<file path="src/rtl/fetch_queue.sv">
// fetch_queue: instruction prefetch queue; issues word fetches against a credit limit,
// buffers {ins, pc, err} entries for decode and drops in-flight responses after a jump.
module fetch_queue #(
    parameter int          C_DEPTH        = 4,
    parameter logic [31:0] C_RESET_VECTOR = 32'h0000_0000
) (
    input  logic        clk_i,
    input  logic        resetb_i,
    input  logic        jump_i,
    input  logic [31:0] jump_addr_i,
    output logic        ireqvalid_o,
    input  logic        ireqready_i,
    output logic [31:0] ireqaddr_o,
    input  logic        irspvalid_i,
    input  logic [31:0] irspdata_i,
    input  logic        irsperr_i,
    output logic        ids_dav_o,
    input  logic        ids_ack_i,
    output logic [31:0] ids_ins_o,
    output logic [31:0] ids_pc_o,
    output logic        ids_ferr_o
);
    localparam int AW = $clog2(C_DEPTH);
    localparam int CW = AW + 1;
    localparam logic [CW:0] DEPTH = (CW + 1)'(C_DEPTH);

    logic [31:0]   fetch_pc, rsp_pc, jump_pc;
    logic [CW-1:0] inflight, stale, count;
    logic [AW-1:0] rd_ptr, wr_ptr;
    logic [31:0]   ins_mem [C_DEPTH];
    logic [31:0]   pc_mem  [C_DEPTH];
    logic          err_mem [C_DEPTH];
    logic [CW:0]   credit;
    logic          xfer, take, deq;

    // Live (non-stale) in-flight fetches each hold a queue slot in reserve.
    always_comb begin
        jump_pc     = jump_addr_i & ~32'd3;
        credit      = {1'b0, inflight - stale} + {1'b0, count};
        ireqvalid_o = resetb_i & ~jump_i & (credit < DEPTH) & ({1'b0, inflight} < DEPTH);
        ireqaddr_o  = fetch_pc;
        xfer        = ireqvalid_o & ireqready_i;
        take        = irspvalid_i & (stale == '0);
        ids_dav_o   = count != '0;
        deq         = ids_dav_o & ids_ack_i;
        ids_ins_o   = ids_dav_o ? ins_mem[rd_ptr] : 32'd0;
        ids_pc_o    = ids_dav_o ? pc_mem[rd_ptr] : 32'd0;
        ids_ferr_o  = ids_dav_o & err_mem[rd_ptr];
    end

    always_ff @(posedge clk_i) begin
        if (!resetb_i) begin
            fetch_pc <= C_RESET_VECTOR;
            rsp_pc   <= C_RESET_VECTOR;
            inflight <= '0;
            stale    <= '0;
            count    <= '0;
            rd_ptr   <= '0;
            wr_ptr   <= '0;
        end else if (jump_i) begin
            fetch_pc <= jump_pc;
            rsp_pc   <= jump_pc;
            inflight <= inflight - CW'(irspvalid_i);
            stale    <= inflight - CW'(irspvalid_i);
            count    <= '0;
            rd_ptr   <= '0;
            wr_ptr   <= '0;
        end else begin
            if (xfer) fetch_pc <= fetch_pc + 32'd4;
            inflight <= inflight + CW'(xfer) - CW'(irspvalid_i);
            if (irspvalid_i && stale != '0) stale <= stale - CW'(1);
            if (take) begin
                wr_ptr <= wr_ptr + AW'(1);
                rsp_pc <= rsp_pc + 32'd4;
            end
            if (deq) rd_ptr <= rd_ptr + AW'(1);
            count <= count + CW'(take) - CW'(deq);
        end
    end

    always_ff @(posedge clk_i) begin
        if (resetb_i && !jump_i && take) begin
            ins_mem[wr_ptr] <= irspdata_i;
            pc_mem[wr_ptr]  <= rsp_pc;
            err_mem[wr_ptr] <= irsperr_i;
        end
    end
endmodule

</file>
<file path="config.mk">
export PLATFORM = sky130hd
export DESIGN_NAME = fetch_queue
export DESIGN_NICKNAME = d
export VERILOG_FILES = /design/src/rtl/fetch_queue.sv
export SDC_FILE = /design/constraint.sdc
export NUM_CORES = 1
export LEC_CHECK = 0
export ABC_AREA = 1
export BUFFER_PORTS_ARGS = -buffer_cell sky130_fd_sc_hd__buf_2
export CORE_MARGIN = 3
export CORE_UTILIZATION = 50
export DETAILED_ROUTE_END_ITERATION = 12
export MAX_ROUTING_LAYER = met4
export PLACE_DENSITY = 0.7
export SLEW_MARGIN = 0
export SYNTH_ARGS = -nofsm -noshare
export SYNTH_HDL_FRONTEND = slang
export SYNTH_SLANG_ARGS = --single-unit
export TNS_END_PERCENT = 100
</file>
<file path="constraint.sdc">
create_clock -name clk_i -period 7.1 [get_ports clk_i]
set_clock_uncertainty 0.2 [all_clocks]
set_input_delay 1.065 -clock clk_i [delete_from_list [all_inputs] [get_ports clk_i]]
set_output_delay 1.065 -clock clk_i [all_outputs]
set_load 0.03 [all_outputs]
</file>
==> run summary <==
The destination of the worst register-to-register timing path was inflight[2]. TritonCTS built the clock tree. The share of cells above drive strength 1 works out to 15.1%. The width of the chip works out to 177 µm. Yosys printed 0 warnings. Setup TNS: 0 ns. The run finished with clean final reports. The number of buffers added to fix hold violations after cts is 0, and the post-cts repair resize count is 0.

Measured in cells, the most critical reg-to-reg path has a length of 19. For this run, the register share of the synthesized area comes to 61.7%. In the final design database the tool counted 1784 nets. The run gives 3 as the number of buffers between clock root and the deepest sink. The number of clock buffers added by TritonCTS is 35. The run gives 0 as the final routed DRC violation total. The kind of end point of the critical path is an output pin.

The tools report the first-iteration detailed-routing DRC count as 866. The buffer type at the clock tree root was sky130_fd_sc_hd__clkbuf_16. The type of the worst min-delay path was reg2reg. At the pin with the least slew margin, the transition time is 1.06 ns. The critical path is of the reg2out type. The post-detailed-placement half-perimeter wirelength was 21400 µm. After detailed routing, the number of vias per cell comes to 5.36.

The average wire per standard cell is 16.5 µm. The growth of design area from synthesis to finish is 15.3%, and the count of state elements after synthesis is 327. The tools report the number of distinct library cell variants in the gate-level netlist after synthesis as 42.

Across every metal layer, demand over resource in global routing totals 22.6%. The first global-routing pass estimated 54900 µm of wire. Setup repair after global routing left no endpoint under its margin. For the static leakage power, the log shows 6.58 nW.

The run gives 0 as the final hold violation count. The core region is 28900 µm². Max-cap violations in this run came to 0. Based on the critical path, the design can be clocked at up to 228 MHz. For the number of placement rows, the log shows 62. The mean instance size in the synthesized netlist works out to 9.48 µm². The length of routed wiring on met1 is 15100 µm. The run gives 10700 as the via count of the first global-routing pass. Summed over all layers, the global routing overflow is 0. Final count of pins violating max slew: 0. Buffers placed on the I/O ports in this run total 163. Clock tree synthesis found a total of 327 sinks. The post-detailed-placement cell area is 15800 µm². Routability-driven placement finished with a final weighted congestion of 0.947. Summed over all nets, wire length on met3 after detailed routing comes to 2500 µm. Entering global routing, the biggest net connects 91 pins.

The worst path uses 61.9% of the clock period. Final hold slack: 0.257 ns. Clock-pin slew was measured on the worst setup and hold paths at 0.06 ns. The die covers 31500 µm².

The count of H-tree levels built during CTS was 2; the count of nets left with antenna violations after detail routing was 0. The critical-path maximum fanout is 73, and the count of final setup violators is 0. For the worst setup path, the data required time is 5.83 ns. In this run the count of I/O pins placed on the die edge is 170. Nature of the critical path startpoint: a flop. Synthesis produced 1551 cells.

Prior to clock tree synthesis, the placed netlist has a worst setup slack of 2.75 ns. For the final design instance area without fill, the log shows 16900 µm². Setup slack closes at 2.71 ns. Signal routing reaches up to met4.

Data on the critical path arrives at its endpoint at 3.13 ns. The die extent in y is 177 µm, and the clock latency of the later-clocked register in the worst-skew pair is 0.51 ns. The setup check on the worst reg-to-reg path leaves a slack of 3.35 ns. The logs give 50.9% for the effective utilization at floorplan and 29.5% for the relative max-transition margin.

Across the VDD grid, the largest voltage drop is 0.167 mV. The total power density per cell area works out to 268 nW/µm². The final route contains 11300 vias. The number of setup buffers added after CTS is 0. The smallest clock period supported by the final layout is computed as 4.39 ns. The initial antenna violation count is 1.

For the post-synth design cell area, the log shows 14700 µm². The startpoint of the lowest-slack register-to-register path is inflight[0]. The first TritonRoute pass finished after 9 iterations.

Summed over all layers, the routed wires come to 34800 µm. Summed over all nets, wire length on met2 after detailed routing comes to 16100 µm. The capture point of the critical path is ids_pc_o[14].
==> per-layer routing <==
layer	track usage [%]	vias up
li1	-	5539
met1	29.8	5235
met2	35.8	417
met3	3.49	76
met4	8.08	0
met5	-	-
==> flip-flops by register name (all words and copies together), names as in the netlist, named ones only <==
name        cells
ins_mem       128
pc_mem        120
ireqaddr_o     30
rsp_pc         30
err_mem         4
count           3
inflight        3
stale           3
rd_ptr          2
wr_ptr          2
==> area by class of cell <==
cell class	instances	area (µm²)
fillers	2501	11900
clock inverters	19	220
well taps	384	480
multi-input cells	1048	4950
repair buffers	174	898
diodes	1	2.50
inverters	107	407
flip-flops and latches	327	9070
clock buffers	43	916
==> Yosys cell counts (all sizes together) <==
cell / instances / area [µm²]
nor2: 345 / 1330
edfxtp: 252 / 7570
nand2: 238 / 906
o21ai: 186 / 931
a21oi: 114 / 597
inv: 107 / 407
dfxtp: 75 / 1500
nand3: 64 / 325
clkbuf: 38 / 143
buf: 34 / 183
ha: 17 / 213
nor3: 15 / 85.1
xor2: 15 / 131
nand4: 13 / 81.3
a31oi: 12 / 75.1
nand3b: 6 / 45.0
or2: 4 / 25.0
fa: 3 / 60.1
o211ai: 3 / 22.5
xnor2: 3 / 26.3
a21boi: 1 / 7.51
a22o: 1 / 8.76
and2: 1 / 6.26
and3: 1 / 6.26
conb: 1 / 3.75
nor4: 1 / 6.26
o22ai: 1 / 6.26
==> kinds of logic after synthesis <==
family | after synthesis | synth area share [%]
fa+ha+maj | 20 | 1.86
simple gates | 688 | 19.2
xor+xnor | 18 | 1.07
other cells | 1 | 0.0255
flops | 327 | 61.7
compound gates | 318 | 11.2
buf+inv | 179 | 4.98
==> where the power goes <==
group / internal (mW) / switching, mW / total [mW] / leakage [nW]
registers: 2.12 / 0.0674 / 2.19 / 2.90
logic: 0.156 / 0.405 / 0.560 / 3.13
clock network: 1.07 / 0.726 / 1.80 / 0.549
total: 3.34 / 1.20 / 4.54 / 6.58
==> per-stage QoR <==
step / utilization (%) / power, mW / cells
finish: 58.7 / 4.54 / 2103
global route: 58.7 / 4.72 / 2103
CTS: 58.7 / 4.58 / 2102
detailed placement: 54.8 / 2.79 / 2040
global placement: 54.8 / 2.78 / 2040
floorplan: - / 2.60 / 1554
==> worst max-delay path, cell delays in order, from the launching register on <==
cell and delay [ns]:
sky130_fd_sc_hd__dfxtp_4 0.47, sky130_fd_sc_hd__inv_2 0.82, sky130_fd_sc_hd__buf_4 0.56, sky130_fd_sc_hd__o21ai_0 0.16
sky130_fd_sc_hd__a21oi_1 0.29, sky130_fd_sc_hd__buf_2 0.26
==> placed cells by master, fill, tap and decap left out, drive strengths merged, types with 2 or more instances in the layout <==
cell type  Yosys  layout
nor2         345     345
nand2        238     238
xor2          15      15
fa             3       3
nand4         13      13
nand3b         6       6
edfxtp       252     252
bufinv         0       4
conb           1       4
nand3         64      64
nor3          15      15
inv          107     107
o21ai        186     186
ha            17      17
clkinvlp       0       2
clkinv         0      13
a21oi        114     114
dfxtp         75      75
clkbuf        38      43
buf           34     174
xnor2          3       3
o211ai         3       3
or2            4       4
a31oi         12      12
==> worst min path at each step <==
stage / from / end / depth (start not counted)
2_1_floorplan: rd_ptr[1] / flop / 2
3_3_place_gp: rd_ptr[1] / flop / 2
3_5_place_dp: rd_ptr[1] / flop / 2
4_1_cts: rd_ptr[1] / flop / 2
5_1_grt: rd_ptr[1] / flop / 2
6_report: rd_ptr[1] / flop / 2
Power figures use the tool's default switching activity.
